<file path="src/rtl/cory_arb4_pkg.sv">
// Shared types for the cory arbiter family: requester count, index width, FSM states.
// No logic; imported by cory_rr_pick4 and cory_arb4.
// Backpressure: not applicable.
package cory_arb4_pkg;

    localparam int NREQ  = 4;
    localparam int IDX_W = 2;

    typedef enum logic {
        ARB_IDLE = 1'b0,
        ARB_LOCK = 1'b1
    } arb_state_t;

endpackage

</file>
<file path="src/rtl/cory_rr_pick4.sv">
// Rotating-priority pick: first set request at or above ptr, modulo 4.
// Latency: purely combinational.
// Backpressure: none, the caller qualifies the pick.
module cory_rr_pick4
    import cory_arb4_pkg::*;
(
    input  logic [NREQ-1:0]  req,
    input  logic [IDX_W-1:0] ptr,
    output logic             found,
    output logic [IDX_W-1:0] idx
);

    logic [IDX_W-1:0] k;

    // Walk from the farthest offset down so the nearest request to ptr wins last.
    always_comb begin
        found = 1'b0;
        idx   = ptr;
        k     = ptr;
        for (int i = NREQ - 1; i >= 0; i--) begin
            k = ptr + IDX_W'(i);
            if (req[k]) begin
                found = 1'b1;
                idx   = k;
            end
        end
    end

endmodule

</file>
<file path="src/rtl/cory_arb4.sv">
// Round-robin 4:1 valid/ready arbiter with optional burst lock and source id tag.
// Latency: 1 cycle through the output register, 1 beat/cycle sustained.
// Backpressure: requester ready = output register free or draining this cycle.
module cory_arb4
    import cory_arb4_pkg::*;
#(
    parameter int N    = 8,
    parameter bit LOCK = 1'b1
) (
    input  logic             clk,
    input  logic             reset_n,
    input  logic             i_a0_v,
    input  logic [N-1:0]     i_a0_d,
    input  logic             i_a0_l,
    output logic             o_a0_r,
    input  logic             i_a1_v,
    input  logic [N-1:0]     i_a1_d,
    input  logic             i_a1_l,
    output logic             o_a1_r,
    input  logic             i_a2_v,
    input  logic [N-1:0]     i_a2_d,
    input  logic             i_a2_l,
    output logic             o_a2_r,
    input  logic             i_a3_v,
    input  logic [N-1:0]     i_a3_d,
    input  logic             i_a3_l,
    output logic             o_a3_r,
    output logic             o_z_v,
    output logic [N-1:0]     o_z_d,
    output logic             o_z_l,
    output logic [IDX_W-1:0] o_z_id,
    input  logic             i_z_r,
    output logic             o_busy
);

    logic [NREQ-1:0]  req_v;
    logic [NREQ-1:0]  req_l;
    logic [N-1:0]     req_d [NREQ];

    arb_state_t       state;
    logic [IDX_W-1:0] ptr;
    logic [IDX_W-1:0] gnt;

    logic             pick_found;
    logic [IDX_W-1:0] pick_idx;
    logic             locked;
    logic [IDX_W-1:0] sel;
    logic             sel_valid;
    logic             load;
    logic [NREQ-1:0]  rdy_vec;
    logic             accept;
    logic             last_eff;

    assign req_v    = {i_a3_v, i_a2_v, i_a1_v, i_a0_v};
    assign req_l    = {i_a3_l, i_a2_l, i_a1_l, i_a0_l};
    assign req_d[0] = i_a0_d;
    assign req_d[1] = i_a1_d;
    assign req_d[2] = i_a2_d;
    assign req_d[3] = i_a3_d;

    cory_rr_pick4 u_pick (
        .req   (req_v),
        .ptr   (ptr),
        .found (pick_found),
        .idx   (pick_idx)
    );

    // While locked the owner keeps the slot even across its own valid gaps.
    assign locked    = (state == ARB_LOCK);
    assign sel       = locked ? gnt : pick_idx;
    assign sel_valid = locked | pick_found;
    assign load      = !o_z_v | i_z_r;
    assign rdy_vec   = (load && sel_valid) ? (NREQ'(1) << sel) : '0;
    assign accept    = |(rdy_vec & req_v);
    assign last_eff  = req_l[sel] | !LOCK;

    assign o_a0_r = rdy_vec[0];
    assign o_a1_r = rdy_vec[1];
    assign o_a2_r = rdy_vec[2];
    assign o_a3_r = rdy_vec[3];
    assign o_busy = locked;

    always_ff @(posedge clk) begin
        if (!reset_n) begin
            o_z_v  <= 1'b0;
            o_z_d  <= '0;
            o_z_l  <= 1'b0;
            o_z_id <= '0;
            state  <= ARB_IDLE;
            ptr    <= '0;
            gnt    <= '0;
        end else begin
            if (load) begin
                o_z_v <= accept;
                if (accept) begin
                    o_z_d  <= req_d[sel];
                    o_z_l  <= req_l[sel];
                    o_z_id <= sel;
                end
            end
            if (accept) begin
                case (state)
                    ARB_IDLE: begin
                        if (!last_eff) begin
                            gnt   <= sel;
                            state <= ARB_LOCK;
                        end else begin
                            ptr <= sel + IDX_W'(1);
                        end
                    end
                    ARB_LOCK: begin
                        if (last_eff) begin
                            ptr   <= gnt + IDX_W'(1);
                            state <= ARB_IDLE;
                        end
                    end
                    default: state <= ARB_IDLE;
                endcase
            end
        end
    end

endmodule

</file>
<file path="config.mk">
export PLATFORM = sky130hd
export DESIGN_NAME = cory_arb4
export DESIGN_NICKNAME = d
export VERILOG_FILES = /design/src/rtl/cory_arb4_pkg.sv /design/src/rtl/cory_rr_pick4.sv /design/src/rtl/cory_arb4.sv
export SDC_FILE = /design/constraint.sdc
export NUM_CORES = 1
export LEC_CHECK = 0
export CAP_MARGIN = 20
export CORE_ASPECT_RATIO = 2
export CORE_MARGIN = 3
export CORE_UTILIZATION = 30
export DETAILED_ROUTE_END_ITERATION = 12
export PLACE_DENSITY_LB_ADDON = 0.2
export SLEW_MARGIN = 20
export SYNTH_ARGS = -nofsm -noshare
export SYNTH_HDL_FRONTEND = slang
export SYNTH_HIERARCHICAL = 1
export SYNTH_SLANG_ARGS = --single-unit
</file>
<file path="constraint.sdc">
create_clock -name clk -period 6.8 [get_ports clk]
set_input_delay 1.7 -clock clk [delete_from_list [all_inputs] [get_ports clk]]
set_output_delay 1.7 -clock clk [all_outputs]
set_load 0.02 [all_outputs]
</file>
After elaboration in Yosys (flattened, before gate mapping). Cells that the tools add are included.

Output and inout port bits: 17. Register bits after elaboration: 17. Word-level logic and storage cells: 60.

Reduce and logical (&&, ||, !) cells: 6. Mux-type cells: 27. Bitwise gates (word level): 6. $add $sub $neg: 5. Shifts and indexed selects: 1. Equal/unequal tests: 2. Magnitude comparators: 6.

Operators with widths (count): $bmux 8 s2 (1); $mux 8 (2); $lt 2x3->1 const B (5); $mux 2 (7); $bmux 1 s2 (5); $mux 1 (10); $add 2x1->2 const B (3); $reduce_and 3->1 (2); $add 2x2->2 const B (2); $and 4x4->4 (1); $mux 4 (1); $pmux 2 s2 (1); $reduce_or 4->1 (1); $shl 1x2->4 const A (1); $ge 3x3->1 const B (1); $not 2->3 (1); $ne 2x1->1 const B (1); $ne 2x2->1 const B (1); $not 1->1 (2); $or 1x1->1 (2); $reduce_and 2->1 (1); $logic_and 1x1->1 (1); $logic_not 1->1 (1).

Depth between registers and ports, before layout.
Depth after elaboration: 13. Gate-level depth with buffers: 14.

Modules after synthesis. The synthesis kept the hierarchy.

By module, submodules not included: cory_arb4 (cells an instance 143, area each 1044.8 µm², times used 1); cory_rr_pick4 (cells an instance 16, area each 100.1 µm², times used 1).

Worst setup path before layout. No wires, ideal clock.

Kind: input -> output. Start: input port i_a0_v. End: output port o_a3_r. Data required time: 5.100 ns. Stages: 8. Data arrival time: 3.286 ns. Slack: 1.814 ns. Cells stage by stage: and2b_2 -> or4_1 -> nand2_1 -> mux2i_4 -> inv_4 -> buf_2 -> ha_1 -> and2_1.

Word-level cells in the longest chain between the ends: 9. Elaborated cells on any way between the ends: 21.

Ends and longest elaborated chain: start, declared (line cory_arb4.sv:12) `input logic i_a0_v,`; $bmux 1 s2 (line cory_rr_pick4.sv:22) `if (req[k]) begin`; $mux 1 (implied by the code) (line cory_rr_pick4.sv:22); $mux 2 (3 in series) (line cory_rr_pick4.sv:22); $mux 2 (*) (line cory_rr_pick4.sv:22); net pick_idx[1] (line cory_arb4.sv:45) `logic [IDX_W-1:0] pick_idx;`; $mux 2 (*) (line cory_arb4.sv:70) `assign sel = locked ? gnt : pick_idx;`; net sel[1] (line cory_arb4.sv:47) `logic [IDX_W-1:0] sel;`; $shl 1x2->4 (*) (line cory_arb4.sv:73) `assign rdy_vec = (load && sel_valid) ? (NREQ'(1) << sel) : '0;`; $mux 4 (*) (line cory_arb4.sv:73); end, declared (line cory_arb4.sv:27) `output logic o_a3_r,`.

Mark *: on every way through the listed nets, which the timed path passes. The rest lies on a longest branch. The select of a mux whose other input is x is not followed.

Worst setup path in the final report.
Start: input port i_a3_v. End: output port o_a3_r.

Word-level cells in the longest chain between the ends: 9. Elaborated cells on any way between the ends: 21.

Ends and longest elaborated chain: start, declared (line cory_arb4.sv:24) `input logic i_a3_v,`; $bmux 1 s2 (line cory_rr_pick4.sv:22); $mux 1 (implied by the code) (line cory_rr_pick4.sv:22); $mux 2 (3 in series) (line cory_rr_pick4.sv:22); $mux 2 (*) (line cory_rr_pick4.sv:22); net pick_idx[1] (line cory_arb4.sv:45); $mux 2 (*) (line cory_arb4.sv:70); $shl 1x2->4 (*) (line cory_arb4.sv:73); $mux 4 (*) (line cory_arb4.sv:73).

Marks and branches as above.

==> results.md <==
Final layout
* **fraction of layout cells with a size suffix above 1** 5.140%
* **Ant. Diodes** 0
* **growth of design area from synthesis to finish** 57.27%
* **final net count** 262
* **Sequential cell area** 340.3 µm²
* **multi-input combinational cell area** 748.2 µm²
* **Final Core Density** 49.38%
* **leading cell type in the layout, fill and taps excluded** clkdlybuf4s50_1
* **fill count** 386
* **most used cells in the layout excluding fill and tap cells** 59 x clkdlybuf4s50_1, 56 x nand2_1, 24 x nand3_1

Yosys
* **Synth Area in Adders** 4.372%
* **simple-gate area share of the yosys netlist** 38.36%
* **multiplexer share of the synthesized area** 9.071%
* **dominant combinational cell family by area after synthesis** simple AND/OR/NAND/NOR gates
* **area fraction in compound gates after synthesis** 13.55%
* **unique cell type count in the Yosys netlist** 29
* **XOR/XNOR Fraction of Synth Area** 0%
* **Cells after Synth** 159
* **synthesized area divided by synthesized cell count** 7.200 µm²
* **post-synthesis instance area** 0.001145 mm²
* **number of register bits inferred by synthesis** 17
* **number of warnings reported in the yosys synthesis log** 6
* **Seq/Total Area, Yosys** 29.73%
* **post-synth net total** 206

Clock tree
* **# H-tree levels** 1
* **clock tree root driver cell** clkbuf_8
* **clock-pin slew on the worst setup and hold paths** 0.07 ns
* **TritonCTS Buffers** 3
* **later-pin clock latency in the skew report** 0.25 ns
* **number of buffers added to fix hold violations after cts** 0
* **buffer levels on the longest clock path** 2
* **clock net sink count** 17
* **TritonCTS clock tree** done
* **buffer count from post-CTS setup fixing** 0
* **cells resized by post-CTS repair** 0

Placement
* **I/O Buffers** 59
* **post-place setup slack** 0.6409 ns
* **gp weighted congestion** 0.7058
* **final HPWL from detailed placement** 2.591 mm

Floorplanning
* **count of pins on the block boundary** 60
* **die extent in y** 93.36 µm
* **die outline area** 0.004638 mm²
* **area inside the core boundary** 0.003646 mm²
* **starting density of the core** 31.40%
* **floorplan die width** 49.68 µm
* **cell row count** 31

Global routing
* **Total GRT Usage** 15.40%
* **overflow left after global routing** 0
* **number of antenna violations at the first check in global routing** 0
* **largest net degree at the start of global routing** 22
* **vias in the first global route** 1252
* **global-route wire length before repair** 5.471 mm

Timing
* **setup repair after global routing missed its margin** no
* **Fmax** 0.1620 GHz
* **post-route fraction of the period consumed by the critical path** 90.76%
* **Worst Clk Skew** 0.001223 ns
* **crit path time final** 6.172 ns
* **measured slew at the worst slew-check pin** 0.7278 ns
* **PnR worst setup slack** 0.6283 ns
* **final count of hold timing violations** 0
* **worst slew margin relative to its limit** 51.33%
* **max-slew violation count** 0
* **post-route setup TNS** 0 ns
* **final-report setup violation count** 0

Worst setup path
* **capturing element type of the critical path** output port
* **library cell contributing the largest single delay on the critical path** clkdlybuf4s50_1
* **largest incremental delay on the critical path** 0.60 ns
* **critical-path cell list** clkdlybuf4s50_1 > and3b_1 > or4_1 > nand2_1 > mux2i_4 > inv_4 > ha_1 > and2_1 > clkdlybuf4s50_1
* **crit path launch type** input pin
* **Critical Setup Path Class** in -> out
* **CP Max Fanout** 20
* **CP Data Arrival Time** 4.47 ns
* **most common cell type on the critical path** clkdlybuf4s50_1
* **Critical Path RT** 5.10 ns

Run status
* **result of the run** completed

Drt
* **number of nets with antenna violations after detailed routing** 0
* **per-cell via count in the routed design** 4.715
* **drt first pass iters** 4
* **drc violations** 0
* **total wirelength of the detailed-routed design** 3.272 mm
* **WL per Instance** 12.44 µm
* **detailed-route via count** 1240
* **detailed router's first-iteration violation count** 10

Pwr
* **pwr/cell area** 390.2 mW/mm²
* **total power** 702.5 µW
* **cell leakage power** 0.7419 nW
* **worst-case vdd ir drop** 0.0002309 V

Job
* **Max-Cap Viols** 0

Worst hold path
* **worst min path class** reg -> reg

-- synth_stat cells --
master | instances | area share [%]
a21boi_0 | 9 | 5.9
a21oi_1 | 2 | 0.87
a22oi_1 | 2 | 1.3
a2bb2oi_1 | 1 | 0.77
and2_1 | 5 | 2.7
and2b_1 | 1 | 0.66
and2b_2 | 2 | 1.5
and3b_1 | 1 | 0.77
buf_2 | 4 | 1.7
buf_6 | 1 | 0.98
clkbuf_1 | 3 | 0.98
dfxtp_1 | 17 | 30
ha_1 | 4 | 4.4
inv_1 | 2 | 0.66
inv_4 | 1 | 0.55
mux2_2 | 1 | 0.98
mux2i_1 | 7 | 6.1
mux2i_4 | 1 | 2.0
nand2_1 | 56 | 18
nand3_1 | 24 | 10
nor2_1 | 4 | 1.3
nor2b_1 | 1 | 0.55
nor3_1 | 1 | 0.44
nor3_2 | 1 | 0.87
o211a_1 | 2 | 1.7
o21a_1 | 1 | 0.66
o21ai_0 | 3 | 1.3
o221a_2 | 1 | 0.98
or4_1 | 1 | 0.66
-- power by group --
group,switching (mW),leakage [nW],internal [mW]
Sequential,0.0307,0.140,0.143
Combinational,0.251,0.577,0.201
Clock,0.0362,0.0255,0.0407
-- final timing paths --
path / start / to / slack [ns] / depth (start not counted)
worst max-delay path: i_a3_v / o_a3_r / 0.63 / 9
worst min-delay path: gnt[0] / gnt[0] / 0.47 / 2
worst max register to register: ptr[0] / ptr[1] / 3.73 / 11
worst min register to register: gnt[0] / gnt[0] / 0.47 / 2
-- flip-flops by register name, summed over array words and instances, names as in the netlist --
signal	cells
o_busy	1
ptr	2
o_z_l	1
o_z_d	8
o_z_v	1
o_z_id	2
gnt	2
-- cell type report --
class,count,share of cell area [%]
clock buffer,3,2.293
clock inverter,1,0.2780
timing repair buffer,59,32.80
multi-input combinational,131,41.56
tap,49,3.405
inverter,3,0.7644
sequential,17,18.90
-- metal layers --
layer  wire length [µm]  up-vias  track usage (%)
met3                156        8            1.754
li1                   -      645                -
met5                  0        -                0
met1               1185      540            14.65
met4                122        0            9.931
met2               1807       47            29.65
-- per-stage QoR --
stage | hold slack, ns | instance area [µm²] | cells
after floorplan | 0.4313 | 1145 | 159
after global placement | 0.4483 | 1754 | 259
after detailed placement | 0.4638 | 1754 | 259
after CTS | 0.4737 | 1800 | 263
after global routing | 0.4978 | 1800 | 263
final | 0.4673 | 1800 | 263
-- critical path, delay by kind of cell --
kind / cells / cell delay [ns]
buf+inv: 3 / 1.42
simple gates: 4 / 0.93
fa+ha+maj: 1 / 0.21
mux: 1 / 0.20
-- logic make-up (layout without fill, tap and decap cells) --
group | Yosys count | count (layout)
buffers and inverters | 11 | 66
AOI/OAI and AO/OA | 21 | 21
and+or+nand+nor | 97 | 97
adders and majority gates | 4 | 4
DFF | 17 | 17
muxes | 9 | 9
Note: power is estimated with default switching activity, not from simulation.
